--- src/rtl/matmul_ctrl_param.sv ---
// -----------------------------------------------------------------------------
// matmul_ctrl_param
//
// Control FSM for the matrix-vector multiplier datapath (y = W * x). W is an
// N x N matrix and x an N-element vector. Both are stored in banked memories
// that hold LANES elements per word. The controller does four jobs:
//   - sequences the input beats into the W and X memories,
//   - issues the row-major read addresses for each output row,
//   - enables the LANES-wide MAC, with the enable delayed ACC_DLY cycles to
//     match the memory read plus multiplier pipeline,
//   - presents each finished row and clears the accumulator once the row is
//     accepted.
//
// Parameters
//   N        matrix dimension (N % LANES == 0, N / LANES >= 2)
//   LANES    elements per memory word / per MULT cycle
//   ACC_DLY  cycles from read-address issue to accumulate enable (>= 1)
//
// Ports
//   clk           clock
//   rst           synchronous, active-high reset
//   input_valid   input beat valid
//   new_matrix    on the first beat in IDLE: 1 = W load, 0 = X-only load
//   output_ready  downstream accepts the current row result
//   input_ready   controller accepts a beat (IDLE / LOAD_W / LOAD_X)
//   output_valid  accumulator holds a finished row result
//   addr_w        W memory word address (write during load, read during MULT)
//   wr_en_w       W memory write strobe
//   addr_x        X memory word address (write during load, read during MULT)
//   wr_en_x       X memory write strobe
//   en_acc        accumulate enable, ACC_DLY cycles behind the read address
//   clear_acc     clear accumulator (reset state and row-accept cycle)
//   row_idx       row currently being produced / presented
//   output_last   (only with OUTPUT_LAST_EN) output_valid for the last row
//
// Optional feature macro: OUTPUT_LAST_EN adds the output_last port.
// -----------------------------------------------------------------------------
module matmul_ctrl_param #(
  parameter int N       = 8,
  parameter int LANES   = 1,
  parameter int ACC_DLY = 1,
  localparam int WB = N * N / LANES,
  localparam int XB = N / LANES,
  localparam int AW = (WB > 1) ? $clog2(WB) : 1,
  localparam int AX = (XB > 1) ? $clog2(XB) : 1,
  localparam int RW = (N > 1) ? $clog2(N) : 1
) (
  input  logic          clk,
  input  logic          rst,
  input  logic          input_valid,
  input  logic          new_matrix,
  input  logic          output_ready,
  output logic          input_ready,
  output logic          output_valid,
  output logic [AW-1:0] addr_w,
  output logic          wr_en_w,
  output logic [AX-1:0] addr_x,
  output logic          wr_en_x,
  output logic          en_acc,
  output logic          clear_acc,
  output logic [RW-1:0] row_idx
`ifdef OUTPUT_LAST_EN
  ,
  output logic          output_last
`endif
);

  // Drain counter counts 0 .. ACC_DLY-1.
  localparam int DW = (ACC_DLY > 1) ? $clog2(ACC_DLY) : 1;

  localparam logic [AW-1:0] W_LAST = AW'(WB - 1);
  localparam logic [AX-1:0] X_LAST = AX'(XB - 1);
  localparam logic [RW-1:0] R_LAST = RW'(N - 1);
  localparam logic [DW-1:0] D_LAST = DW'(ACC_DLY - 1);

  localparam logic [2:0] ST_RST    = 3'd0;
  localparam logic [2:0] ST_IDLE   = 3'd1;
  localparam logic [2:0] ST_LOAD_W = 3'd2;
  localparam logic [2:0] ST_LOAD_X = 3'd3;
  localparam logic [2:0] ST_MULT   = 3'd4;
  localparam logic [2:0] ST_DRAIN  = 3'd5;
  localparam logic [2:0] ST_SEND   = 3'd6;

  logic [2:0]    state, state_d;
  logic [AW-1:0] cw, cw_d, cw_inc;   // W word counter, row-major across rows
  logic [AX-1:0] cx, cx_d, cx_inc;   // X word counter, restarts every row
  logic [RW-1:0] ro, ro_d;           // output row
  logic [DW-1:0] dc, dc_d;           // drain counter
  logic          mult_en;            // read issued this cycle (MULT)
  logic [ACC_DLY-1:0] acc_sr;        // mult_en delay line feeding en_acc

  // Both counters wrap explicitly, because WB and XB need not be powers of two.
  assign cw_inc = (cw == W_LAST) ? '0 : cw + AW'(1);
  assign cx_inc = (cx == X_LAST) ? '0 : cx + AX'(1);

  // ---------------------------------------------------------------------------
  // Next-state and output decode
  // ---------------------------------------------------------------------------
  always_comb begin
    // NOTE: every signal written here gets a default first, so no path can
    // leave one unassigned and infer a latch.
    state_d      = state;
    cw_d         = cw;
    cx_d         = cx;
    ro_d         = ro;
    dc_d         = dc;
    input_ready  = 1'b0;
    output_valid = 1'b0;
    addr_w       = '0;
    wr_en_w      = 1'b0;
    addr_x       = '0;
    wr_en_x      = 1'b0;
    mult_en      = 1'b0;
    clear_acc    = 1'b0;

    case (state)
      ST_RST: begin
        clear_acc = 1'b1;
        cw_d      = '0;
        cx_d      = '0;
        ro_d      = '0;
        dc_d      = '0;
        state_d   = ST_IDLE;
      end

      // The first beat selects the load type. An X-only load reuses the W
      // matrix already in memory.
      ST_IDLE: begin
        input_ready = 1'b1;
        if (input_valid) begin
          if (new_matrix) begin
            wr_en_w = 1'b1;
            addr_w  = cw;
            cw_d    = cw_inc;
            state_d = ST_LOAD_W;
          end else begin
            wr_en_x = 1'b1;
            addr_x  = cx;
            cx_d    = cx_inc;
            state_d = ST_LOAD_X;
          end
        end
      end

      ST_LOAD_W: begin
        input_ready = 1'b1;
        if (input_valid) begin
          wr_en_w = 1'b1;
          addr_w  = cw;
          cw_d    = cw_inc;
          if (cw == W_LAST) state_d = ST_LOAD_X;
        end
      end

      ST_LOAD_X: begin
        input_ready = 1'b1;
        if (input_valid) begin
          wr_en_x = 1'b1;
          addr_x  = cx;
          cx_d    = cx_inc;
          if (cx == X_LAST) begin
            ro_d    = '0;
            state_d = ST_MULT;
          end
        end
      end

      // One read per cycle. cw keeps running across rows, so row r reads
      // W words r*XB .. r*XB+XB-1, and after the last row cw is back at 0.
      ST_MULT: begin
        addr_w  = cw;
        addr_x  = cx;
        mult_en = 1'b1;
        cw_d    = cw_inc;
        cx_d    = cx_inc;
        if (cx == X_LAST) state_d = ST_DRAIN;
      end

      // Wait for the last delayed accumulate to land before presenting.
      ST_DRAIN: begin
        if (dc == D_LAST) begin
          dc_d    = '0;
          state_d = ST_SEND;
        end else begin
          dc_d = dc + DW'(1);
        end
      end

      // The accept cycle clears the accumulator. en_acc is already low here,
      // because DRAIN covered the whole delay line.
      ST_SEND: begin
        output_valid = 1'b1;
        if (output_ready) begin
          clear_acc = 1'b1;
          if (ro == R_LAST) begin
            ro_d    = '0;
            state_d = ST_IDLE;
          end else begin
            ro_d    = ro + RW'(1);
            state_d = ST_MULT;
          end
        end
      end

      default: state_d = ST_RST;
    endcase
  end

  assign row_idx = ro;

`ifdef OUTPUT_LAST_EN
  assign output_last = output_valid && (ro == R_LAST);
`endif

  // ---------------------------------------------------------------------------
  // State and counters
  // ---------------------------------------------------------------------------
  // NOTE: sequential state uses non-blocking assignments only. Every register
  // is updated from the previous edge's values, whatever the statement order.
  // NOTE: the design holds only a few control registers (no storage arrays),
  // so all of them are reset, which makes abort-and-reload deterministic.
  always_ff @(posedge clk) begin
    if (rst) begin
      state <= ST_RST;
      cw    <= '0;
      cx    <= '0;
      ro    <= '0;
      dc    <= '0;
    end else begin
      state <= state_d;
      cw    <= cw_d;
      cx    <= cx_d;
      ro    <= ro_d;
      dc    <= dc_d;
    end
  end

  // ---------------------------------------------------------------------------
  // Accumulate-enable delay line: en_acc equals mult_en from ACC_DLY cycles ago.
  // ---------------------------------------------------------------------------
  if (ACC_DLY == 1) begin : g_dly_one
    always_ff @(posedge clk) begin
      if (rst) acc_sr <= '0;
      else     acc_sr <= mult_en;
    end
  end else begin : g_dly_many
    always_ff @(posedge clk) begin
      if (rst) acc_sr <= '0;
      else     acc_sr <= {acc_sr[ACC_DLY-2:0], mult_en};
    end
  end

  assign en_acc = acc_sr[ACC_DLY-1];

endmodule
--- config.mk ---
export PLATFORM = sky130hd
export DESIGN_NAME = matmul_ctrl_param
export DESIGN_NICKNAME = d
export VERILOG_FILES = /design/src/rtl/matmul_ctrl_param.sv
export SDC_FILE = /design/constraint.sdc
export NUM_CORES = 1
export LEC_CHECK = 0
export CAP_MARGIN = 20
export CORE_UTILIZATION = 51
export CTS_CLUSTER_DIAMETER = 60
export DETAILED_ROUTE_END_ITERATION = 12
export PLACE_DENSITY = 0.88
export SLEW_MARGIN = 40
export SYNTH_ARGS = -nofsm -noshare
export SYNTH_HDL_FRONTEND = slang
export SYNTH_SLANG_ARGS = --single-unit
--- constraint.sdc ---
create_clock -name clk -period 1.8 [get_ports clk]
set_clock_uncertainty 0.15 [all_clocks]
set_input_delay 0.18 -clock clk [delete_from_list [all_inputs] [get_ports clk]]
set_output_delay 0.18 -clock clk [all_outputs]
set_load 0.01 [all_outputs]
==> summary.md <==
| Metric | Value |
|---|---|
| Minimum clock period | `1770 ps` |
| Total Power | `about 1700 µW` |
| Cell variety after synth | `39` |
| Ys async rst share | `0%` |
| Yosys top cell by area | `dfxtp_1` |
| Core Area | `roughly 0.0022 mm²` |
| First-pass GRT wire length | `5340 µm` |
| Root Driver | `clkbuf_4` |
| Part of the Yosys area used for sequential elements | `between 20% and 30%` |
| Most numerous cell in the Yosys netlist | `dfxtp_1` |
| Crit end category | `output pin` |
| WS Path Type | `flip-flop to output pin` |
| Die Ht | `50.0 µm` |
| Largest net degree at the start of global routing | `17` |
| Tcrit/Tclk final | `98.1%` |
| Largest fanout on the critical path | `7` |
| FF-to-FF Start | `cx[0]` |
| Relative slew slack | `75.5%` |
| Mapped Cells | `151` |
| Number of synthesized flops with an enable pin | `0` |
| Worst slew pin tran | `363 ps` |
| Final hold viol count | `0` |
| RSZ-0062 raised after global routing | `yes` |
| Peak VDD IR | `0.685 mV` |
| Clock transition at the registers of the reported paths | `100 ps` |
| Synth Flop Type | `dfxtp_1` |
| Seq cells post-synth | `16` |
| Source of the worst hold timing path | `cx[1]` |
| Synthesized cell area | `about 0.0012 mm²` |
| R2r endpoint | `state[0]` |
| Worst R2R Setup Slack | `90 ps` |
| N_diodes | `0` |
| Gr ovfl total | `0` |
| Hpwl dp | `2350 µm` |
| Leak | `around 0.00064 µW` |
| H-tree level count | `1` |
| Synth top cells by count | `dfxtp_1, a21oi_1, nand3_1, nor2_1, o21ai_0` |
| Syn. warnings | `0` |
| Final Max Tran Viols | `0` |
| Endpoints failing setup | `0` |
| Largest cells by area after synthesis | `dfxtp_1, a21oi_1, ha_1` |
| Layout cells sized above 1 | `29.5%` |
| Hold Crit Class | `flip-flop to flip-flop` |
| Mapped Nets | `161` |
| Layout area overhead | `33.9%` |
| Final ANT Viol Nets | `0` |
| Vias in the first global route | `roughly 1200` |
| Initial Util | `53.7%` |
| Critical Path Source Type | `flip-flop` |
| Max cap viols | `0` |
| Pwr dens | `1110 mW/mm²` |
| Area of the die | `0.00250 mm²` |
| Site Rows | `17` |
| GRT Util Overall | `27.5%` |
| Num CTS Buffers | `3` |
| Max Root-Sink Buffers | `2` |
| CTS sink cnt | `16` |
| Nets@finish | `202` |
| Setup TNS | `0 ps` |
| Drt drc | `0` |
| Routed vias | `1300` |
| Avg WL per Cell | `15.5 µm` |
| Via-to-Cell Ratio | `5.96` |
| Status | `completed` |
| I/O pins | `23` |
| Aggregate routed wire length | `3380 µm` |
| Initial antenna violation count | `0` |
| DRT Pass-1 Iters | `4` |
| Synth top area share | `27.2%` |
| Worst-skew pair later-pin latency | `290 ps` |
| WP data arrival | `1440 ps` |
| Hold depth | `2` |
| Fmax | `around 570 MHz` |
| # port buffers | `22` |
| Hold-fix buffers, CTS | `0` |
| WP data required | `1470 ps` |
| Syn Area/Cell | `~8 µm²` |
| First DRT Iteration DRCs | `25` |
| Hold endpoint | `cx[1]` |
| FF-to-FF path depth | `6` |
| Final Wtd Congestion | `between 0.8 and 0.9` |
| Die Wd | `between 50 and 60 µm` |
| CTS tree | `built` |
how the worst max path moves through the flow:
stage / from / slack, ps / endpoint
3_3_place_gp: new_matrix / -300 / addr_w[1]
5_1_grt: state[1] / -30 / wr_en_x
2_1_floorplan: state[1] / 240 / addr_w[1]
4_1_cts: state[0] / -70 / addr_w[3]
6_report: state[0] / 30 / addr_x[0]
3_5_place_dp: new_matrix / -330 / addr_w[3]
registers in the layout, indices dropped and copies added (netlist names):
register,cells
row_idx,3
cw,6
en_acc,1
state,3
cx,3
metal layers:
layer | vias to the layer above | track usage (%) | part of all wire (%)
li1 | 635 | - | -
met2 | 31 | 48.4 | 49
met4 | 0 | 10.0 | 1.4
met1 | 628 | 33.6 | 46
met5 | - | 0 | 0
met3 | 6 | 3.09 | 3.5
layout by cell type (no fill, tap or decap), types with 3 or more instances in the layout:
master,count
o21ai_0,9
inv_1,8
ha_1,5
o2111ai_1,5
nor2_4,3
clkbuf_4,3
a21o_1,3
nand2_1,5
nor2b_1,6
and2_1,4
a21oi_1,14
buf_4,23
nand2b_1,3
nor2_1,10
clkdlybuf4s50_1,8
dfxtp_1,14
nand3_1,12
nand4_1,5
buf_2,10
a211oi_1,3
final cells by class:
class / instances / area (µm²)
Timing Repair Buffer: 46 / 343
Multi-Input combinational cell: 117 / 818
Clock buffer: 3 / 22.5
Fill cell: 168 / 614
Tap cell: 28 / 35.0
Sequential cell: 16 / 328
Inverter: 8 / 30.0
power by group:
part / switching, µW / total, µW / internal (µW)
clock: 116 / 193 / 77.8
sequential: 69.0 / 482 / 413
combinational: 583 / 1070 / 488
repair_timing:
action / CTS / global route
gates resized for setup: 43 / 25
buffers inserted: 0 / 1
pin swaps: 0 / 2
endpoints found under the setup margin: 14 / 18
hold endpoints to repair: 0 / 0
through the flow:
stage	utilization, %	area [µm²]	worst slack (ps)	hold WS [ps]	std cells
finish	72.0	1580	33.5	355	218
global route	72.0	1580	-27.9	379	218
CTS	72.1	1580	-73.0	353	218
detailed placement	70.7	1550	-333	338	215
global placement	70.7	1550	-300	326	215
floorplan	-	1180	245	266	151
critical path, cell delays in order (launching register included):
cell and delay (ps):
dfxtp_4 380, or3b_4 410, o21ai_2 80, and2_1 140
buf_2 130
logic make-up after synthesis:
family,share of synthesized area (%)
simple gates,28.5
compound gates,28.6
buf+inv,7.97
flops,27.2
fa+ha+maj,5.31
mux,1.70
xor+xnor,0.744
Note: power is estimated with default switching activity, not from simulation.
